### src/rtl/dmem_arbiter_pkg.sv
// Shared types and constants for the data-memory arbiter.
// The FSM state encoding, the one-hot grant codes and the default widths all live here.
package dmem_arbiter_pkg;

  localparam int DEF_ADDR_W = 12;
  localparam int DEF_DATA_W = 32;

  // One-hot owner of the memory: bit0 = CPU, bit1 = debug/loader port.
  localparam logic [1:0] GNT_NONE = 2'b00;
  localparam logic [1:0] GNT_CPU  = 2'b01;
  localparam logic [1:0] GNT_DBG  = 2'b10;

  typedef enum logic [1:0] {
    IDLE   = 2'd0,
    ACCESS = 2'd1,
    RESP   = 2'd2
  } arb_state_t;

endpackage

### src/rtl/dmem_arbiter_pick.sv
// Winner selection for the data-memory arbiter (purely combinational).
// When both ports request, prio_dbg decides which one wins. When only one
// port requests, that port wins.
module dmem_arb_pick
  import dmem_arbiter_pkg::*;
(
  input  logic       cpu_req,
  input  logic       dbg_req,
  input  logic       prio_dbg,
  output logic [1:0] gnt
);

  // Produce a one-hot grant for the requesting port, using prio_dbg to break ties.
  always_comb begin
    gnt = GNT_NONE;
    if (cpu_req && dbg_req) begin
      gnt = prio_dbg ? GNT_DBG : GNT_CPU;
    end else if (cpu_req) begin
      gnt = GNT_CPU;
    end else if (dbg_req) begin
      gnt = GNT_DBG;
    end
  end

endmodule

### src/rtl/dmem_arbiter.sv
// Two-port arbiter in front of a single-ported data memory (CPU and debug/loader).
// Each access takes a fixed IDLE -> ACCESS -> RESP sequence, so ack follows req by two cycles.
// Optional macro DMEM_ARB_ROUND_ROBIN_EN: ties go to the port not served last.
// Without the macro the CPU always wins a tie.
module dmem_arbiter
  import dmem_arbiter_pkg::*;
#(
  parameter int ADDR_W = DEF_ADDR_W,
  parameter int DATA_W = DEF_DATA_W
) (
  input  logic              clk_cpu,
  input  logic              reset,

  input  logic              cpu_req,
  input  logic              cpu_we,
  input  logic [ADDR_W-1:0] cpu_addr,
  input  logic [DATA_W-1:0] cpu_wdata,
  output logic              cpu_ack,
  output logic [DATA_W-1:0] cpu_rdata,

  input  logic              dbg_req,
  input  logic              dbg_we,
  input  logic [ADDR_W-1:0] dbg_addr,
  input  logic [DATA_W-1:0] dbg_wdata,
  output logic              dbg_ack,
  output logic [DATA_W-1:0] dbg_rdata,

  output logic              mem_we,
  output logic [ADDR_W-1:0] mem_addr,
  output logic [DATA_W-1:0] mem_din,
  input  logic [DATA_W-1:0] mem_dout,

  output logic [1:0]        grant
);

  arb_state_t        state_q, state_d;
  logic [1:0]        grant_q, grant_d;
  logic              mem_we_q, mem_we_d;
  logic [ADDR_W-1:0] mem_addr_q, mem_addr_d;
  logic [DATA_W-1:0] mem_din_q, mem_din_d;
  logic              cpu_ack_q, cpu_ack_d;
  logic              dbg_ack_q, dbg_ack_d;
  logic [DATA_W-1:0] cpu_rdata_q, cpu_rdata_d;
  logic [DATA_W-1:0] dbg_rdata_q, dbg_rdata_d;
  logic [1:0]        pick_gnt;
  logic              prio_dbg;

`ifdef DMEM_ARB_ROUND_ROBIN_EN
  logic prio_dbg_q, prio_dbg_d;

  // Round-robin pointer: after a CPU grant, favour debug; after a debug grant, favour CPU.
  always_comb begin
    prio_dbg_d = prio_dbg_q;
    if (state_q == IDLE && pick_gnt != GNT_NONE) begin
      prio_dbg_d = (pick_gnt == GNT_CPU);
    end
  end

  // Pointer register; it comes out of reset favouring the CPU.
  always_ff @(posedge clk_cpu) begin
    if (reset) begin
      prio_dbg_q <= 1'b0;
    end else begin
      prio_dbg_q <= prio_dbg_d;
    end
  end

  assign prio_dbg = prio_dbg_q;
`else
  assign prio_dbg = 1'b0;
`endif

  dmem_arb_pick u_pick (
    .cpu_req  (cpu_req),
    .dbg_req  (dbg_req),
    .prio_dbg (prio_dbg),
    .gnt      (pick_gnt)
  );

  // Next-state logic: latch the winner in IDLE, run the memory cycle in ACCESS, ack in RESP.
  always_comb begin
    state_d     = state_q;
    grant_d     = grant_q;
    mem_we_d    = mem_we_q;
    mem_addr_d  = mem_addr_q;
    mem_din_d   = mem_din_q;
    cpu_ack_d   = 1'b0;
    dbg_ack_d   = 1'b0;
    cpu_rdata_d = cpu_rdata_q;
    dbg_rdata_d = dbg_rdata_q;
    case (state_q)
      IDLE: begin
        grant_d  = GNT_NONE;
        mem_we_d = 1'b0;
        if (pick_gnt != GNT_NONE) begin
          grant_d = pick_gnt;
          state_d = ACCESS;
          if (pick_gnt == GNT_CPU) begin
            mem_we_d   = cpu_we;
            mem_addr_d = cpu_addr;
            mem_din_d  = cpu_wdata;
          end else begin
            mem_we_d   = dbg_we;
            mem_addr_d = dbg_addr;
            mem_din_d  = dbg_wdata;
          end
        end
      end
      ACCESS: begin
        state_d  = RESP;
        mem_we_d = 1'b0;
        if (grant_q == GNT_CPU) begin
          cpu_ack_d = 1'b1;
          if (!mem_we_q) begin
            cpu_rdata_d = mem_dout;
          end
        end else if (grant_q == GNT_DBG) begin
          dbg_ack_d = 1'b1;
          if (!mem_we_q) begin
            dbg_rdata_d = mem_dout;
          end
        end
      end
      RESP: begin
        state_d = IDLE;
        grant_d = GNT_NONE;
      end
      default: begin
        state_d  = IDLE;
        grant_d  = GNT_NONE;
        mem_we_d = 1'b0;
      end
    endcase
  end

  // State and registered outputs; reset drops any in-flight access without acking it.
  always_ff @(posedge clk_cpu) begin
    if (reset) begin
      state_q     <= IDLE;
      grant_q     <= GNT_NONE;
      mem_we_q    <= 1'b0;
      mem_addr_q  <= '0;
      mem_din_q   <= '0;
      cpu_ack_q   <= 1'b0;
      dbg_ack_q   <= 1'b0;
      cpu_rdata_q <= '0;
      dbg_rdata_q <= '0;
    end else begin
      state_q     <= state_d;
      grant_q     <= grant_d;
      mem_we_q    <= mem_we_d;
      mem_addr_q  <= mem_addr_d;
      mem_din_q   <= mem_din_d;
      cpu_ack_q   <= cpu_ack_d;
      dbg_ack_q   <= dbg_ack_d;
      cpu_rdata_q <= cpu_rdata_d;
      dbg_rdata_q <= dbg_rdata_d;
    end
  end

  assign grant     = grant_q;
  assign mem_we    = mem_we_q;
  assign mem_addr  = mem_addr_q;
  assign mem_din   = mem_din_q;
  assign cpu_ack   = cpu_ack_q;
  assign dbg_ack   = dbg_ack_q;
  assign cpu_rdata = cpu_rdata_q;
  assign dbg_rdata = dbg_rdata_q;

endmodule

### config.mk
export PLATFORM = sky130hd
export DESIGN_NAME = dmem_arbiter
export DESIGN_NICKNAME = d
export VERILOG_FILES = /design/src/rtl/dmem_arbiter_pkg.sv /design/src/rtl/dmem_arbiter_pick.sv /design/src/rtl/dmem_arbiter.sv
export SDC_FILE = /design/constraint.sdc
export NUM_CORES = 1
export LEC_CHECK = 0
export CORE_MARGIN = 4
export CORE_UTILIZATION = 45
export DETAILED_ROUTE_END_ITERATION = 16
export GPL_TIMING_DRIVEN = 0
export PLACE_DENSITY = 0.94
export RECOVER_POWER = 50
export SYNTH_ARGS = -nofsm -noshare
export SYNTH_HDL_FRONTEND = slang
export SYNTH_SLANG_ARGS = --single-unit
### constraint.sdc
create_clock -name clk_cpu -period 4.51 [get_ports clk_cpu]
set_input_delay 1.1275 -clock clk_cpu [delete_from_list [all_inputs] [get_ports clk_cpu]]
set_output_delay 1.1275 -clock clk_cpu [all_outputs]
set_load 0.01 [all_outputs]
==> results of run 1 <==
## placed cells by master, fill, tap and decap left out, types with 2 or more instances in the layout
cell type / n
a211oi_2: 39
clkbuf_1: 27
nor2b_1: 2
buf_2: 8
mux2i_1: 110
dfxtp_1: 115
inv_1: 2
clkinv_2: 2
buf_4: 2
nor2_1: 3
inv_6: 2
clkdlybuf4s50_1: 200
nand2b_1: 96
clkbuf_16: 17
dlygate4sd3_1: 37
clkinv_4: 6
buf_6: 6
a21oi_1: 44
bufinv_16: 4
a211oi_1: 5
nor3_1: 2
## cells by family after synthesis
| family | synth area share |
|---|---|
| AND/OR/NAND/NOR | 0.138 |
| flip-flops | 0.447 |
| AO/OA/AOI/OAI | 0.149 |
| buffers and inverters | 0.0511 |
| multiplexers | 0.214 |
## power by group
group,internal [W],total (W),switching (W)
Combinational,0.000288,0.000515,0.000227
Clock,0.000930,0.00142,0.000494
Sequential,0.00107,0.00111,0.0000320
## sequential cells by signal, summed over array words and instances (netlist names)
name	cells
dbg_ack	1
state_q	2
dbg_rdata	32
cpu_rdata	32
mem_addr	12
grant	2
mem_we	1
cpu_ack	1
mem_din	32
## metrics by stage
step / worst slack (ns) / hold slack, ns / instances / util / total power [W]
final: 1.32 / 0.472 / 880 / 0.751 / 0.00305
after global routing: 1.10 / 0.494 / 880 / 0.751 / 0.00315
after CTS: 1.91 / 0.474 / 880 / 0.755 / 0.00309
after detailed placement: 1.72 / 0.462 / 848 / 0.697 / 0.00166
after global placement: 1.77 / 0.456 / 848 / 0.697 / 0.00164
after floorplan: 2.31 / 0.493 / 471 / - / 0.00138
## worst paths after layout
| path | slack (ns) | depth (start not counted) | endpoint |
|---|---|---|---|
| min reg2reg | 0.47 | 2 | cpu_rdata[2] |
| max reg2reg | 2.24 | 6 | mem_din[26] |
| min | 0.47 | 2 | cpu_rdata[2] |
| max | 1.32 | 7 | mem_din[26] |
## cell usage after synthesis, drive strengths merged
cell | count | area [µm²]
mux2i | 110 | 1100
nand2b | 97 | 614
dfxtp | 115 | 2300
a211oi | 44 | 531
inv | 2 | 7.51
nor3b | 1 | 7.51
buf | 24 | 184
nor4b | 1 | 23.8
a221oi | 1 | 8.76
clkbuf | 19 | 71.3
nand4b | 1 | 8.76
or2 | 1 | 6.26
a2111oi | 1 | 8.76
a21oi | 44 | 220
and2 | 1 | 6.26
nor2 | 4 | 17.5
nor2b | 2 | 12.5
nand2 | 1 | 3.75
nor3 | 2 | 10.0
## layout make-up
cell class                      count  area (µm²)
Clock buffer                       17         425
Inverter                            2        7.51
Multi-Input combinational cell    311        2570
Tap cell                          140         175
Clock inverter                     15         208
Timing Repair Buffer              237        2370
Fill cell                         718        2740
Sequential cell                   115        2300
Buffer                             43         224
## metal layers
layer  vias up  share of wire  routed length [µm]  track usage
li1       2168              -                   -            -
met1      2157           0.37                5870        0.244
met2       185           0.51                8030        0.426
met3        23           0.10                1640       0.0963
met4         0          0.017                 262       0.0806
met5         -              0                   0            0
## worst max-delay path: stages
cell and delay (ns):
dlygate4sd3_1 0.56, or2_1 0.11, clkbuf_1 0.34, and2_0 0.19, clkbuf_1 0.40, clkbuf_1 0.56, a211oi_2 0.15
==> qor.yml, run 1 <==
run_status:
  outcome: "complete, no violations"
clock_tree:
  htreeDepth: 4
  cts_tree: "yes"
  clockBufferDepth: 2
  cts.sinks: 115
  cts_resized: 0
  clkTransAtPathRegs_ns: 0.06
  numCtsBuffers: 17
  clk_latency_ns: 0.40
  cts_hold_buf: 0
  post_cts_buffers: 0
  clockRootBuffer: "clkbuf_16"
finish:
  n_antenna_cell: 0
  syn2layout_area_growth_pct: 61.1
  drive_gt1_frac: 0.122
  final_area_um2: 8290
  nNetsFinal: 853
die:
  die_h_um: 115
  die-area_um2: 13200
  coreArea_um2: 11000
  start_util: 0.466
  die_w_um: 115
  ios: 239
  rows: 38
worst_setup_path:
  cp.required_ns: 4.76
  worstPathMaxFanout: 10
  startpoint: "cpu_req"
  rr_startpoint: "state_q[1]"
  critPathLaunchType: "primary input"
  arrival_ns: 3.44
  worstSetupPathType: "primary input to flip-flop"
  end_kind: "flip-flop"
detailed_routing:
  drt_wl_total_mm: 15.8
  route.detailed.drc: 0
  firstDrtPassIters: 4
  postRouteAntennaNets: 0
  drt-initial-drc-count: 183
  viasPerCell: 5.15
  wl_per_cell_um: 18.0
  num_vias: 4533
sta:
  setup-tns-final_ns: 0
  hold_viol: 0
  fin_crit_ns: 3.19
  max_freq_ghz: 0.313
  fin_worst_skew_ns: 0.00475
  slew_headroom: 0.532
  min_period_over_period: 0.707
  worstMarginPinSlew_ns: 0.702
  setup_violations: 0
  slew_violations: 0
  rsz0062_at_grt: "no"
synth:
  ys_seq_area_frac: 0.447
  synth_nets: 597
  synthCells: 471
  avgSynthCellArea_um2: 10.9
  synth_warnings: 0
  ys_ff_latch: 115
  mappedNetlistArea_um2: 5140
  synth_cell_type_count: 24
global_routing:
  grt_pass1_vias: 4915
  track_usage: 0.235
  grt_first_pass_wirelength_mm: 24.5
  grt_max_degree: 17
  overflow: 0
  antenna_found_initial: 0
min_path:
  min_path_type: "flip-flop to flip-flop"
  worstHoldStart: "cpu_rdata[2]"
placement:
  gp_congestion: 0.761
  dp_hpwl_mm: 11.9
  placed_cell_area_um2: 7690
  io_buffers: 237
pwr:
  peakVddDrop_mv: 0.279
  powerDensity_nw_per_um2: 368
  p_leak_nw: 3.34
job:
  drv_cap: 0
Note: power is estimated with default switching activity, not from simulation.
==> run 2, diff against run 1 <==
--- a/config.mk
+++ b/config.mk
@@ -6,10 +6,10 @@
 export NUM_CORES = 1
 export LEC_CHECK = 0
 export CORE_MARGIN = 4
-export CORE_UTILIZATION = 45
+export CORE_UTILIZATION = 42
 export DETAILED_ROUTE_END_ITERATION = 16
 export GPL_TIMING_DRIVEN = 0
-export PLACE_DENSITY = 0.94
+export PLACE_DENSITY = 0.89
 export RECOVER_POWER = 50
 export SYNTH_ARGS = -nofsm -noshare
 export SYNTH_HDL_FRONTEND = slang
==> constraint.sdc (replaced) <==
create_clock -name clk_cpu -period 2.94 [get_ports clk_cpu]
set_input_delay 0.735 -clock clk_cpu [delete_from_list [all_inputs] [get_ports clk_cpu]]
set_output_delay 0.735 -clock clk_cpu [all_outputs]
set_load 0.01 [all_outputs]
==> qor.yml, run 2 (synthesis results as in run 1) <==
detailed_routing:
  postRouteAntennaNets: 0
  drt-initial-drc-count: 122
  viasPerCell: 5.02
  firstDrtPassIters: 4
  route.detailed.drc: 0
  num_vias: 4457
  wl_per_cell_um: 17.4
  drt_wl_total_mm: 15.4
die:
  start_util: 0.428
  ios: 239
  coreArea_um2: 12000
  rows: 40
  die_h_um: 119
  die-area_um2: 14100
  die_w_um: 119
min_path:
  worstHoldStart: "cpu_rdata[29]"
  min_path_type: "flip-flop to flip-flop"
worst_setup_path:
  arrival_ns: 2.60
  cp.required_ns: 3.18
  startpoint: "cpu_req"
  rr_startpoint: "state_q[1]"
  worstSetupPathType: "primary input to flip-flop"
  end_kind: "flip-flop"
  worstPathMaxFanout: 10
  critPathLaunchType: "primary input"
clock_tree:
  cts_hold_buf: 0
  post_cts_buffers: 0
  cts_tree: "yes"
  clockRootBuffer: "clkbuf_16"
  htreeDepth: 4
  clkTransAtPathRegs_ns: 0.05
  cts_resized: 0
  clockBufferDepth: 2
  clk_latency_ns: 0.40
  numCtsBuffers: 17
  cts.sinks: 115
job:
  drv_cap: 0
global_routing:
  grt_first_pass_wirelength_mm: 24.6
  grt_pass1_vias: 4880
  overflow: 0
  antenna_found_initial: 0
  grt_max_degree: 17
  track_usage: 0.215
finish:
  most-common-layout-cells: "206 x clkdlybuf4s50_1, 115 x dfxtp_1, 110 x mux2i_1, 96 x nand2b_1, 44 x a21oi_1"
  nNetsFinal: 853
  syn2layout_area_growth_pct: 59.7
  seqCellArea_um2: 2300
  n_antenna_cell: 0
  final_common_cell: "clkdlybuf4s50_1"
  drive_gt1_frac: 0.118
  multi_input_area_um2: 2580
  fill_cells: 903
sta:
  slew_violations: 0
  hold_viol: 0
  min_period_over_period: 0.802
  fin_crit_ns: 2.36
  slew_headroom: 0.468
  setup-tns-final_ns: 0
  worstMarginPinSlew_ns: 0.798
  fin_worst_skew_ns: 0.0102
  rsz0062_at_grt: "no"
  max_freq_ghz: 0.424
  setup_violations: 0
pwr:
  peakVddDrop_mv: 0.312
  p_leak_nw: 3.27
  powerDensity_nw_per_um2: 536
  total_power_w: 0.00440
run_status:
  outcome: "complete, no violations"
placement:
  dp_hpwl_mm: 11.7
  gp_congestion: 0.816
  io_buffers: 237
## run 2: through the flow
stage | util | area [µm²] | hold WS (ns) | instances | worst slack [ns]
3_5_place_dp | 0.641 | 7700 | 0.463 | 855 | 0.581
3_3_place_gp | 0.641 | 7700 | 0.458 | 855 | 0.638
2_1_floorplan | - | 5140 | 0.493 | 471 | 1.14
6_report | 0.684 | 8220 | 0.472 | 887 | 0.584
5_1_grt | 0.684 | 8220 | 0.498 | 887 | 0.478
4_1_cts | 0.687 | 8260 | 0.478 | 887 | 0.756
## run 2: routing by layer
layer | share of wire | up-vias | track usage
met5 | 0 | - | 0
met4 | 0.011 | 0 | 0.0630
met3 | 0.10 | 12 | 0.0962
met2 | 0.50 | 184 | 0.379
met1 | 0.39 | 2085 | 0.231
li1 | - | 2176 | -
## run 2: worst paths after layout
check	slack, ns	endpoint	cells past startpoint
max	0.58	mem_din[23]	5
max reg2reg	0.94	dbg_rdata[7]	5
min reg2reg	0.47	cpu_rdata[29]	2
min	0.47	cpu_rdata[29]	2
## run 2: layout make-up
class | instances | share of cell area
buffer | 43 | 0.0260
tap | 147 | 0.0224
clock inverter | 13 | 0.0137
timing repair buffer | 237 | 0.289
sequential | 115 | 0.280
multi-input combinational | 311 | 0.314
inverter | 2 | 0.000914
clock buffer | 19 | 0.0539
## run 2: where the power goes
part           total [W]  switching [W]  internal [W]
sequential       0.00170      0.0000490       0.00165
combinational   0.000803       0.000353      0.000451
clock            0.00190       0.000723       0.00118
## run 2: worst max-delay path: stages
cell and delay (ns):
dlygate4sd3_1 0.56, clkbuf_1 0.44, buf_2 0.42, mux2i_1 0.34
a211oi_2 0.11
